[src/rtl/prog_mem_arbiter.sv]
// Program-memory arbiter: round-robin core fetches plus a host load port.
// Core fetch data returns two edges after request; host owns memory in LOAD.
module prog_mem_arbiter #(
  parameter int N  = 4,
  parameter int DW = 18,
  parameter int AW = 12
) (
  input  logic            CLK,
  input  logic            RST_N,
  input  logic [N-1:0]    REQ,
  input  logic [N*AW-1:0] ADDR_C,
  output logic [N-1:0]    GNT,
  output logic [N-1:0]    RD_VALID,
  output logic [DW-1:0]   RD_DATA,
  input  logic            H_LOAD,
  input  logic            H_REQ,
  input  logic            H_WE,
  input  logic [AW-1:0]   H_ADDR,
  input  logic [DW-1:0]   H_DI,
  output logic            H_ACK,
  output logic            H_RVALID,
  output logic [AW-1:0]   MEM_A,
  output logic            MEM_WE,
  output logic [DW-1:0]   MEM_DI,
  input  logic [DW-1:0]   MEM_DQ
);

  localparam int PW = (N > 1) ? $clog2(N) : 1;

  typedef enum logic [1:0] {
    RUN,
    DRAIN,
    LOAD
  } state_t;

  state_t        state, state_d;
  logic [PW-1:0] ptr, ptr_d;
  logic [N-1:0]  gnt_d, rdv_d;
  logic [DW-1:0] rd_data_d;
  logic          hack_d, hrv_d;
  logic [AW-1:0] a_d;
  logic          we_d;
  logic [DW-1:0] di_d;

  logic [N-1:0]  elig;
  logic          found;
  logic [PW-1:0] win;
  int            idx;

  // Cores already holding a grant are skipped, so a core never wins twice in a row.
  always_comb begin
    elig  = REQ & ~GNT;
    found = 1'b0;
    win   = '0;
    idx   = 0;
    for (int k = 0; k < N; k++) begin
      idx = int'(ptr) + k;
      if (idx >= N) idx = idx - N;
      if (!found && elig[idx]) begin
        found = 1'b1;
        win   = PW'(idx);
      end
    end
  end

  always_comb begin
    state_d   = state;
    ptr_d     = ptr;
    gnt_d     = '0;
    rdv_d     = GNT;
    hack_d    = 1'b0;
    hrv_d     = H_ACK & ~MEM_WE;
    rd_data_d = RD_DATA;
    a_d       = MEM_A;
    we_d      = 1'b0;
    di_d      = MEM_DI;

    if ((|GNT) || hrv_d)
      rd_data_d = MEM_DQ;

    unique case (state)
      RUN: begin
        if (H_LOAD) begin
          state_d = DRAIN;
        end else if (found) begin
          gnt_d[win] = 1'b1;
          a_d        = ADDR_C[int'(win)*AW +: AW];
          if (int'(win) == N - 1)
            ptr_d = '0;
          else
            ptr_d = win + 1'b1;
        end
      end
      DRAIN: begin
        state_d = LOAD;
      end
      LOAD: begin
        if (!H_LOAD) begin
          state_d = RUN;
        end else if (H_REQ) begin
          hack_d = 1'b1;
          a_d    = H_ADDR;
          we_d   = H_WE;
          di_d   = H_DI;
        end
      end
      default: begin
        state_d = RUN;
      end
    endcase
  end

  always_ff @(posedge CLK or negedge RST_N) begin
    if (!RST_N) begin
      state    <= RUN;
      ptr      <= '0;
      GNT      <= '0;
      RD_VALID <= '0;
      RD_DATA  <= '0;
      H_ACK    <= 1'b0;
      H_RVALID <= 1'b0;
      MEM_A    <= '0;
      MEM_WE   <= 1'b0;
      MEM_DI   <= '0;
    end else begin
      state    <= state_d;
      ptr      <= ptr_d;
      GNT      <= gnt_d;
      RD_VALID <= rdv_d;
      RD_DATA  <= rd_data_d;
      H_ACK    <= hack_d;
      H_RVALID <= hrv_d;
      MEM_A    <= a_d;
      MEM_WE   <= we_d;
      MEM_DI   <= di_d;
    end
  end

endmodule
[config.mk]
export PLATFORM = sky130hd
export DESIGN_NAME = prog_mem_arbiter
export DESIGN_NICKNAME = d
export VERILOG_FILES = /design/src/rtl/prog_mem_arbiter.sv
export SDC_FILE = /design/constraint.sdc
export NUM_CORES = 1
export LEC_CHECK = 0
export CAP_MARGIN = 20
export CORE_MARGIN = 1.5
export CORE_UTILIZATION = 41
export CTS_BUF_LIST = sky130_fd_sc_hd__clkbuf_16
export DETAILED_ROUTE_END_ITERATION = 7
export GPL_TIMING_DRIVEN = 0
export PLACE_DENSITY_LB_ADDON = 0.2
export SKIP_CTS_REPAIR_TIMING = 1
export SYNTH_ARGS = -nofsm -noshare
export SYNTH_HDL_FRONTEND = slang
export SYNTH_SLANG_ARGS = --single-unit
export TNS_END_PERCENT = 5
[constraint.sdc]
create_clock -name CLK -period 4.65 [get_ports CLK]
set_input_delay 0.93 -clock CLK [delete_from_list [all_inputs] [get_ports CLK]]
set_output_delay 0.93 -clock CLK [all_outputs]
set_load 0.1 [all_outputs]
# After elaboration in Yosys (flattened, before gate mapping)
# Cells that the tools add are included.
[totals] regBits=63 latchBits=0 ram_bits=0 rom_bits=0 out_inout_bits=59 wordCells=103 n_memories=0
[op_classes] addsub=8 mul=1 div=0 order_cmp=10 eq_ne=9 shift=1 mux=44 n_bitwise=5 reduce_logical=15
[ops] op="$lt 32x4->1 const B" count=4
[ops] op="$mux 32" count=4
[ops] op="$mux 12" count=4
[ops] op="$shiftx 48x7->12" count=1
[ops] op="$pmux 12 s2" count=1
[ops] op="$mux 1" count=19
[ops] op="$mux 2" count=7
[ops] op="$mux 4" count=3
[ops] op="$ne 2x2->1 const B" count=6
[ops] op="$sub 3x3->4 const B" count=3
[ops] op="$ge 3x3->1 const B" count=3
[ops] op="$bmux 1 s2" count=4
[ops] op="$add 2x2->3 const B" count=2
[ops] op="$pmux 2 s3" count=1
[ops] op="$reduce_and 3->1" count=2
[ops] op="$reduce_and 5->1" count=1
[ops] op="$and 4x4->4" count=1
[ops] op="$eq 2x1->1 const B" count=2
[ops] op="$logic_and 1x1->1" count=4
[ops] op="$mul 2x2->4 const B" count=1
[ops] op="$not 4->4" count=1
[ops] op="$reduce_or 4->1" count=1
[ops] op="$sub 2x3->4 const B" count=1
[ops] op="$add 2x1->3 const B" count=1
[ops] op="other kinds (13)" count=16

# Logic depth before layout (Yosys ltp)
[depth] word_depth=22 mapped_depth=8 mapped_depth_nobuf=7

# Least setup slack after synthesis
# OpenSTA, ideal clock, no wires.
[synth_path] path_type="register to register" from="reg GNT[0]" to="reg ptr[1]" setup_time_ps=125 t_arrival_ps=2480 t_required_ps=4525 setup_slack_ps=2045 path_stages_with_launch=8 path_buffers=2 path_cell_list="dfrtp_1 > nand2b_1 > o221ai_1 > a22oi_1 > buf_2 > buf_1 > ha_1 > mux2_2"
[synth_between] elab_chain_cells=17
[synth_lines] element="from (decl)" line="12" rtl="output logic [N-1:0] GNT,"
[synth_lines] element="from (signal assigned)" line="128" rtl="GNT <= gnt_d;"
[synth_lines] element="$not 4->4 *" line="52" rtl="elig = REQ & ~GNT;"
[synth_lines] element="$and 4x4->4 *" line="52"
[synth_lines] element="$bmux 1 s2" line="59" rtl="if (!found && elig[idx]) begin"
[synth_lines] element="$mux 1 (implied by the code) (2 in series)" line="59"
[synth_lines] element="$mux 1" line="59"
[synth_lines] element="$logic_not 1->1" line="59"
[synth_lines] element="$logic_and 1x1->1" line="59"
[synth_lines] element="$mux 1" line="59"
[synth_lines] element="$logic_not 1->1" line="59"
[synth_lines] element="$logic_and 1x1->1" line="59"
[synth_lines] element="$mux 1" line="59"
[synth_lines] element="$logic_not 1->1" line="59"
[synth_lines] element="$logic_and 1x1->1" line="59"
[synth_lines] element="$mux 2" line="59"
[synth_lines] element="$add 2x1->2 / $eq 2x1->1 (equally long branches)" line="91, 88"
[synth_lines] element="$mux 2" line="88" rtl="if (int'(win) == N - 1)"
[synth_lines] element="to (signal assigned)" line="127" rtl="ptr <= ptr_d;"
[synth_lines] element="to (decl)" line="37" rtl="logic [PW-1:0] ptr, ptr_d;"
# Mark *: on every way between the ends. The rest lies on a longest branch, timed or not. The select of a mux whose other input is x is not followed.
# A chain may end at the register's enable or synchronous reset.

# Final worst setup path
[layout_path] from="in REQ[1]" to="reg ptr[1]"
[layout_between] elab_chain_cells=16
[layout_lines] element="from (decl)" line="10" rtl="input logic [N-1:0] REQ,"
[layout_lines] element="$and 4x4->4 *" line="52"
[layout_lines] element="$bmux 1 s2" line="59"
[layout_lines] element="$mux 1 (implied by the code) (2 in series)" line="59"
[layout_lines] element="$mux 1" line="59"
[layout_lines] element="$logic_not 1->1" line="59"
[layout_lines] element="$logic_and 1x1->1" line="59"
[layout_lines] element="$mux 1" line="59"
[layout_lines] element="$logic_not 1->1" line="59"
[layout_lines] element="$logic_and 1x1->1" line="59"
[layout_lines] element="$mux 1" line="59"
[layout_lines] element="$logic_not 1->1" line="59"
[layout_lines] element="$logic_and 1x1->1" line="59"
[layout_lines] element="$mux 2" line="59"
[layout_lines] element="$add 2x1->2 / $eq 2x1->1 (equally long branches)" line="91, 88"
[layout_lines] element="$mux 2" line="88"
# Marked as above.

==> impl_results.md <==
* Outcome: complete, no violations
* Hold WC Path Type: flop to flop
* WP data required at 4.85 ns
* Warnings, synthesis at 0
* Synth unique cells at 34
* Pre-CTS setup slack at 1.24 ns
* Setup TNS at 0 ns
* Cell Area, Synth at 2840 um2
* Seq cells post-synth at 63
* Die footprint at 7430 um2
* Cts bufs inserted at 9
* Antenna viol nets, final at 0
* Total core area at 6760 um2
* CTS Buffer Depth at 2
* Mapped Nets at 343
* Routed wire length at 7590 um
* Area added between synthesis and finish at 70.5%
* Hold Worst Slack at 0.436 ns
* Setup CP Type: primary input to flop
* Wire length per cell after detailed routing at ~15 um
* Vias post-DR at 2477
* Post-synth top area share at 55.5%
* Ranking of synthesized cells by area: dfrtp_1 56%, mux2_1 10%, mux2_2 4.4%
* Worst Tran Pin Value at 1.01 ns
* Critical Path End Type: flop
* Non-filler cells, final at 496
* HPWL reported at the end of detailed placement at ~5800 um
* Max H-tree Level at 3
* Largest net degree at the start of global routing at 36
* Worst slew margin at 32.7%
* Crit path launch type: primary input
* Crit path DAT at ~3.3 ns
* Period utilisation layout at 67.3%
* Clock root buffer: clkbuf_16
* Most common cell after layout, fill and taps aside: clkdlybuf4s50_1
* Die width at 86.2 um
* Fill count at 531
* Area of the multi-input gates at 1170 um2
* Final setup viols at 0
* First-pass GRT wire length at 11800 um
* Max-cap violation count at 0
* Sequential fraction of the synthesis area at a little under three fifths
* Setup WS post-layout at around 1.5 ns
* Sequential cell area at 1580 um2
* TritonRoute pass-1 iters at 4
* Fin crit period at 3.13 ns
* RSZ-0062 raised after global routing: false
* Drt drc at 0
* Fraction of layout instances using a drive strength above 1 at 7.93%
* CTS tree: built
* Nets at 518
* Clock sink count at 63
* Yosys top cell by area: dfrtp_1
* Register clock-pin slew on the reported worst setup and hold paths at 0.05 ns
* DR iter-0 viols at 56
* Antenna Cells at 0
* Crit Path Max Fanout at 10
* Global placement routability congestion at between 0.8 and 0.9
* Die Y at 86.2 um
* Mapped Cells at 237
* GR Overflow Total at 0
* Final Hold Fails at 0
* Row count at 30
* Buffers on Ports at 163
* Final Max Tran Viols at 0
* Skew final at around 0.0064 ns
* GRT Total Usage at between 20% and 30%
* Vias in the first global route at 2476
* FMAX at 320 MHz
* Starting Density at 42.0%
* Most frequent cells in the layout: 162 x clkdlybuf4s50_1, 63 x dfrtp_1, 27 x nand2_1
* IO Pins at 164
* Initial antenna violation count at 0
* Placed insts at 481
* Syn avg cell area at 12.0 um2
* Vias per inst at ~5.0
* Clock latency on the worst-skew pair at 0.31 ns
-- per-stage QoR --
stage          utilization (%)  area (um2)
4_1_cts                   71.6        4840
5_1_grt                   71.6        4840
3_3_place_gp              67.6        4570
2_1_floorplan                -        2840
3_5_place_dp              67.9        4590
6_report                  71.6        4840
-- per-layer routing --
metal | part of all wire [%] | vias up | global-route usage [%]
li1 | - | 1204 | -
met1 | 41 | 1168 | 24.9
met2 | 51 | 97 | 35.9
met3 | 6.7 | 8 | 5.05
met4 | 1.2 | 0 | 7.04
met5 | 0 | - | 0
-- cell type report --
cell class	count	share of cell area, %
buffer	14	1.58
clock buffer	9	4.65
clock inverter	6	0.595
inverter	3	0.336
multi-input combinational	157	24.2
sequential	63	32.6
tap	80	2.07
timing repair buffer	164	34.0
-- cells by family (layout without fill, tap and decap cells) --
group / after synthesis / in the layout / synth area share, %
flip-flops: 63 / 63 / 55.5
adder cells (fa/ha/maj): 1 / 1 / 0.441
buffers and inverters: 17 / 196 / 3.26
AO/OA/AOI/OAI: 45 / 45 / 11.4
AND/OR/NAND/NOR: 62 / 62 / 10.4
multiplexers: 49 / 49 / 18.9
-- state kept, by name, indices dropped and copies added (netlist names) --
register	cells
state	2
RD_VALID	4
H_RVALID	1
MEM_WE	1
MEM_DI	18
H_ACK	1
RD_DATA	18
GNT	4
ptr	2
MEM_A	12
-- worst max-delay path: stages --
cell             delay [ns]
clkdlybuf4s50_1        0.48
nor2b_1                0.28
o221ai_1               0.18
a22oi_1                0.24
buf_2                  0.28
buf_1                  0.38
ha_1                   0.30
mux2_2                 0.25
-- worst paths after layout --
path	from	end	slack (ns)	depth (start not counted)
worst max-delay path	REQ[1]	ptr[1]	1.52	8
worst min-delay path	MEM_WE	H_RVALID	0.44	1
worst min register to register	MEM_WE	H_RVALID	0.44	1
min in group asynchronous	RST_N	RD_DATA[6]	0.64	1
max in group asynchronous	RST_N	ptr[0]	3.39	2
worst max register to register	GNT[1]	ptr[1]	2.21	7
-- cell usage after synthesis (all sizes together) --
cell and count:
a21oi 13, nand2 28, clkbuf 8, o221ai 1, ha 1, o311ai 1, a221o 12, nor2 13
nor3 4, o21ai 2, inv 2, nor3b 3, a22oi 1, nand4 1, dfrtp 63, and3b 1
nand2b 4, clkinv 1, mux2 37, o211ai 1, and3 2, mux2i 12, a31oi 13, nor2b 4
a21o 1, or3b 1, buf 6, and2 1
Power is left out: the tool's default activity adds up to more than one toggle a clock period on the data nets, which glitch-free logic cannot reach.
